$ cat src/rtl/serializer_pkg.sv
// Shared types and constants for the UART transmit serializer.
// Optional build macro SER_MSB_FIRST_EN selects MSB-first shifting (see serializer.sv).
package serializer_pkg;

  localparam int DATA_WIDTH_DEF = 8;
  localparam int CNT_W          = $clog2(DATA_WIDTH_DEF);

  typedef enum logic {
    S_IDLE,
    S_SHIFT
  } state_t;

  // Counter width for an arbitrary word width; never narrower than one bit.
  function automatic int cnt_width(input int width);
    return (width > 1) ? $clog2(width) : 1;
  endfunction

endpackage

$ cat src/rtl/ser_bit_counter.sv
// Bit-position counter for the serializer: sync clear, enable, and a
// terminal-count flag that wraps the count back to zero on the last bit.
module ser_bit_counter #(
  parameter int               WIDTH = 3,
  parameter logic [WIDTH-1:0] LAST  = '1
) (
  input  logic clk,
  input  logic rst,
  input  logic clear,
  input  logic en,
  output logic tc
);

  logic [WIDTH-1:0] cnt_q;
  logic [WIDTH-1:0] cnt_d;

  assign tc = (cnt_q == LAST);

  always_comb begin
    cnt_d = cnt_q;
    if (clear) begin
      cnt_d = '0;
    end else if (en) begin
      cnt_d = tc ? '0 : cnt_q + WIDTH'(1);
    end
  end

  always_ff @(posedge clk) begin
    if (rst) begin
      cnt_q <= '0;
    end else begin
      cnt_q <= cnt_d;
    end
  end

endmodule

$ cat src/rtl/serializer.sv
// Parallel-to-serial shift stage of the UART transmitter, LSB first by default.
// Define SER_MSB_FIRST_EN to shift MSB first; counter and ser_done timing are identical.
module serializer
  import serializer_pkg::*;
#(
  parameter int DATA_WIDTH = DATA_WIDTH_DEF
) (
  input  logic                  CLK,
  input  logic                  RST,
  input  logic [DATA_WIDTH-1:0] P_DATA,
  input  logic                  Data_Valid,
  input  logic                  ser_en,
  output logic                  ser_data,
  output logic                  ser_done
);

  localparam int                  CW   = cnt_width(DATA_WIDTH);
  localparam logic [CW-1:0]       LAST = CW'(DATA_WIDTH - 1);

  state_t                  state_q;
  state_t                  state_d;
  logic [DATA_WIDTH-1:0]   shift_q;
  logic [DATA_WIDTH-1:0]   shift_d;
  logic                    cnt_clear;
  logic                    cnt_en;
  logic                    cnt_tc;

  ser_bit_counter #(
    .WIDTH (CW),
    .LAST  (LAST)
  ) u_cnt (
    .clk   (CLK),
    .rst   (RST),
    .clear (cnt_clear),
    .en    (cnt_en),
    .tc    (cnt_tc)
  );

  always_comb begin
    state_d   = state_q;
    shift_d   = shift_q;
    cnt_clear = 1'b0;
    cnt_en    = 1'b0;
    unique case (state_q)
      S_IDLE: begin
        if (Data_Valid) begin
          shift_d   = P_DATA;
          cnt_clear = 1'b1;
          state_d   = S_SHIFT;
        end
      end
      S_SHIFT: begin
        // Load requests are ignored here; only ser_en advances the word.
        if (ser_en) begin
`ifdef SER_MSB_FIRST_EN
          shift_d = {shift_q[DATA_WIDTH-2:0], 1'b0};
`else
          shift_d = {1'b0, shift_q[DATA_WIDTH-1:1]};
`endif
          cnt_en = 1'b1;
          if (cnt_tc) begin
            state_d = S_IDLE;
          end
        end
      end
      default: state_d = S_IDLE;
    endcase
  end

  always_ff @(posedge CLK) begin
    if (RST) begin
      state_q <= S_IDLE;
      shift_q <= '0;
    end else begin
      state_q <= state_d;
      shift_q <= shift_d;
    end
  end

`ifdef SER_MSB_FIRST_EN
  assign ser_data = shift_q[DATA_WIDTH-1];
`else
  assign ser_data = shift_q[0];
`endif

  assign ser_done = (state_q == S_SHIFT) & ser_en & cnt_tc;

endmodule

$ cat config.mk
export PLATFORM = sky130hd
export DESIGN_NAME = serializer
export DESIGN_NICKNAME = d
export VERILOG_FILES = /design/src/rtl/serializer_pkg.sv /design/src/rtl/ser_bit_counter.sv /design/src/rtl/serializer.sv
export SDC_FILE = /design/constraint.sdc
export NUM_CORES = 1
export LEC_CHECK = 0
export CELL_PAD_IN_SITES_DETAIL_PLACEMENT = 1
export CELL_PAD_IN_SITES_GLOBAL_PLACEMENT = 2
export CORE_ASPECT_RATIO = 1.2
export CORE_MARGIN = 3
export CORE_UTILIZATION = 26
export DETAILED_ROUTE_END_ITERATION = 6
export GPL_ROUTABILITY_DRIVEN = 0
export PLACE_DENSITY_LB_ADDON = 0.3
export SETUP_SLACK_MARGIN = 0.05
export SKIP_CTS_REPAIR_TIMING = 1
export SLEW_MARGIN = 0
export SYNTH_ARGS = -nofsm -noshare
export SYNTH_HDL_FRONTEND = slang
export SYNTH_HIERARCHICAL = 1
export SYNTH_SLANG_ARGS = --single-unit
$ cat constraint.sdc
create_clock -name CLK -period 4.9 [get_ports CLK]
set_clock_uncertainty 0.2 [all_clocks]
set_input_delay 1.47 -clock CLK [delete_from_list [all_inputs] [get_ports CLK]]
set_output_delay 1.47 -clock CLK [all_outputs]
set_load 0.05 [all_outputs]
# == After elaboration in Yosys (flattened, before gate mapping) ==
# Index checks and enable logic that the tools add are counted.
# word_totals
regBits,12
in_bits,12
output_inout_bits,2
elab_cells,23
# classes
n_addsub,1
n_eq_ne,3
muxes,11
n_bitwise,3
n_reduce_logical,2
# ops
op,n
8-bit 2-to-1 mux,2
8-bit one-hot mux with 2 select lines,1
1-bit 2-to-1 mux,6
2-bit inequality test (second input constant),2
3-bit by 1-bit adder with 3-bit output (second input constant),1
3-bit == test (second input constant),1
3-bit 2-to-1 mux,1
1-bit AND,2
1-bit one-hot mux with 2 select lines,1
2-bit AND reduction,1
2-bit OR reduction,1
1-bit inverter,1

# == Logic depth before layout (Yosys ltp) ==
# logic_depth
depth_word,4
ltp_mapped,4
mapped_depth_nobuf,4

# == Cells and area by module ==
# Netlist, hierarchy kept.
# modules_own_cells
module,instances,cells_each,area_per_inst_um2,seq_area_each_um2
serializer,1,42,466.7,180.2
ser_bit_counter,1,12,142.6,60.1

# == Worst setup path after synthesis ==
# Ideal clock, no wire load.
# synth_timing
kind,input-to-output
start,input ser_en
end,output ser_done
arrival_time_ps,1930
required_time_ps,3230
slack_ps,1300
stages,1
path_buffers,0
cell_sequence,and3_1
# synth_via
elab_chain_cells,2
# synth_rtl
element,line,text
start: declaration,serializer.sv:12,"input logic ser_en,"
1-bit AND (2 in a row),serializer.sv:86,assign ser_done = (state_q == S_SHIFT) & ser_en & cnt_tc;
end: declaration,serializer.sv:14,output logic ser_done
# Every way passes these cells.

# == Final worst setup path ==
# Same ends and word-level chain as after synthesis.

==> metrics.md <==
| Metric | Value |
|---|---|
| Share of cells above drive strength 1 | `26.47%` |
| Core area | `0.002140 mm²` |
| Area grow syn2layout | `29.16%` |
| Yosys top cell area share | `39.43%` |
| CP Capture Type | `output port` |
| Drt drc | `0` |
| Outcome | `finished clean` |
| Number of global-route vias before repair | `451` |
| Synth area leaders | `dfxtp_1 (39%), a211oi_2 (16%), mux2i_1 (15%)` |
| Layout Nets | `83` |
| First-pass DRT Iterations | `2` |
| DP HPWL | `842.2 µm` |
| I/O Pins | `14` |
| Slew HR | `56.65%` |
| CTS Buffer Depth | `2` |
| CTS sink cnt | `12` |
| Initial antenna violation count | `0` |
| Tcrit/Tclk final | `81.98%` |
| Worst R2R Path Depth | `3` |
| Initial drt markers | `3` |
| Register area share after synthesis | `39.43%` |
| TNS Setup | `0 ns` |
| Crit path kind | `in2out` |
| Fin util | `36.78%` |
| Slew Viols, Final | `0` |
| Ant diodes | `0` |
| CTS root buffer | `clkbuf_4` |
| #FFs+latches synth | `12` |
| Yosys cell types | `18` |
| Max frequency | `0.2489 GHz` |
| Ys flop type | `dfxtp_1` |
| Die X | `50.19 µm` |
| First-pass GRT wire length | `2.042 mm` |
| Final Critical Period | `4.017 ns` |
| Endpoints failing hold | `0` |
| H-tree levels | `1` |
| LEAKAGE | `0.2996 nW` |
| Die Span Y | `59.03 µm` |
| CTS tree | `done` |
| Overall Global Routing Usage | `9.846%` |
| Least-Margin Pin Slew | `0.6482 ns` |
| Full die area | `0.002963 mm²` |
| Vias per cell | `4.480` |
| CP Max Fanout | `3` |
| Initial Utilization | `28.48%` |
| RSZ-0062 raised after global routing | `no` |
| Post-Syn Area | `609.3 µm²` |
| GRT overflow | `0` |
| Pwr dens | `295.9 mW/mm²` |
| Number of flops mapped to enable cells by yosys | `0` |
| Via count | `439` |
| Number of port buffers | `13` |
| Routed WL per cell | `12.13 µm` |
| FFs w/ async S/R, synth | `0%` |
| Clock transition at the registers of the reported paths | `0.08 ns` |
| Crit path launch type | `input pin` |
| Crit path DAT | `2.35 ns` |
| Worst vdd ir | `0.1491 mV` |
| Req. time, crit path | `3.23 ns` |
| Largest net degree at the start of global routing | `16` |
| Yosys synthesis warning count | `6` |
| Hold depth | `2` |
| # setup viols final | `0` |
| Avg Inst Size Synth | `11.28 µm²` |
| Final WL | `1.189 mm` |
| TritonCTS buffer count | `3` |
| Yosys top cell by area | `dfxtp_1` |
| Synth cell count leaders | `dfxtp_1 (12), mux2i_1 (9), a211oi_2 (8)` |
| Min-delay worst type | `reg2reg` |
| Total power | `0.0002329 W` |
| Max Cap Viol | `0` |
| Flop-to-flop setup slack | `3.06 ns` |
| Post-Syn Nets | `68` |
| Count leader, synth | `dfxtp_1` |
| Clock latency on the worst-skew pair | `0.27 ns` |
| Routed Antenna Nets | `0` |
| Row count | `18` |
| Cell count after synthesis | `54` |
[placed cells by master, fill, tap and decap left out]
cell	Yosys	routed
clkbuf_4	0	3
nor2_2	3	3
nor3_1	3	3
nor2_1	6	6
clkbuf_8	0	1
and2b_1	1	1
buf_4	0	1
inv_1	1	1
mux2_4	1	1
or3b_1	1	1
ha_1	2	2
clkdlybuf4s50_1	0	12
mux2i_1	9	9
dfxtp_1	12	12
and3_1	1	1
and2_1	1	1
a211oi_2	8	8
nand2b_1	1	1
o2bb2a_4	1	1
[layer usage]
metal	track usage (%)	wire length (µm)	vias to the layer above
met3	5.038	72	4
met2	15.86	551	11
li1	-	-	225
met4	4.743	25	0
met5	0	0	-
met1	10.64	541	199
[kinds of logic (layout without fill, tap and decap cells)]
kind of cell | Yosys count | count (layout) | share of synthesized area [%]
AOI/OAI and AO/OA | 9 | 9 | 19.71
adders and majority gates | 2 | 2 | 4.106
buffers and inverters | 4 | 18 | 4.515
DFF | 12 | 12 | 39.42
muxes | 10 | 10 | 17.25
and+or+nand+nor | 17 | 17 | 14.99
[path summary, 6_finish.rpt]
path	from	end
hold reg to reg	shift_q[4]$_SDFFE_PP0P_	shift_q[4]$_SDFFE_PP0P_
setup / recovery	ser_en	ser_done
setup reg to reg	state_q$_SDFF_PP0_	u_cnt/cnt_q[0]$_SDFFE_PP0P_
hold / removal	shift_q[4]$_SDFFE_PP0P_	shift_q[4]$_SDFFE_PP0P_
[report_power, final]
| part | switching (W) | internal [W] | total [W] |
|---|---|---|---|
| Clock | 0.0000344 | 0.0000452 | 0.0000795 |
| Sequential | 0.00000617 | 0.000104 | 0.000111 |
| Combinational | 0.0000198 | 0.0000230 | 0.0000428 |
[registers in the layout, summed over array words and instances, names as in the netlist]
register,count
shift_q,8
state_q,1
u_cnt/cnt_q,3
[layout make-up]
class,count,area (µm²)
Multi-Input combinational cell,38,341.6
Timing Repair Buffer,13,127.6
Clock buffer,4,36.28
Fill cell,250,1353
Tap cell,30,37.54
Inverter,1,3.754
Sequential cell,12,240.2
[worst max-delay path, cell delays in order]
cell and delay [ns]:
clkdlybuf4s50_1 0.49, and3_1 0.18, buf_4 0.20
[through the flow]
stage                     std cells  setup slack [ns]  area (µm²)  hold WS (ns)
after global routing             98            0.8176       787.0        0.3428
final                            98            0.8830       787.0        0.3202
after floorplan                  54             1.300       609.3        0.2764
after detailed placement         94            0.8772       750.7        0.3136
after CTS                        98            0.8738       787.0        0.3258
after global placement           94            0.9039       750.7        0.3053
Note: power is estimated with default switching activity, not from simulation.
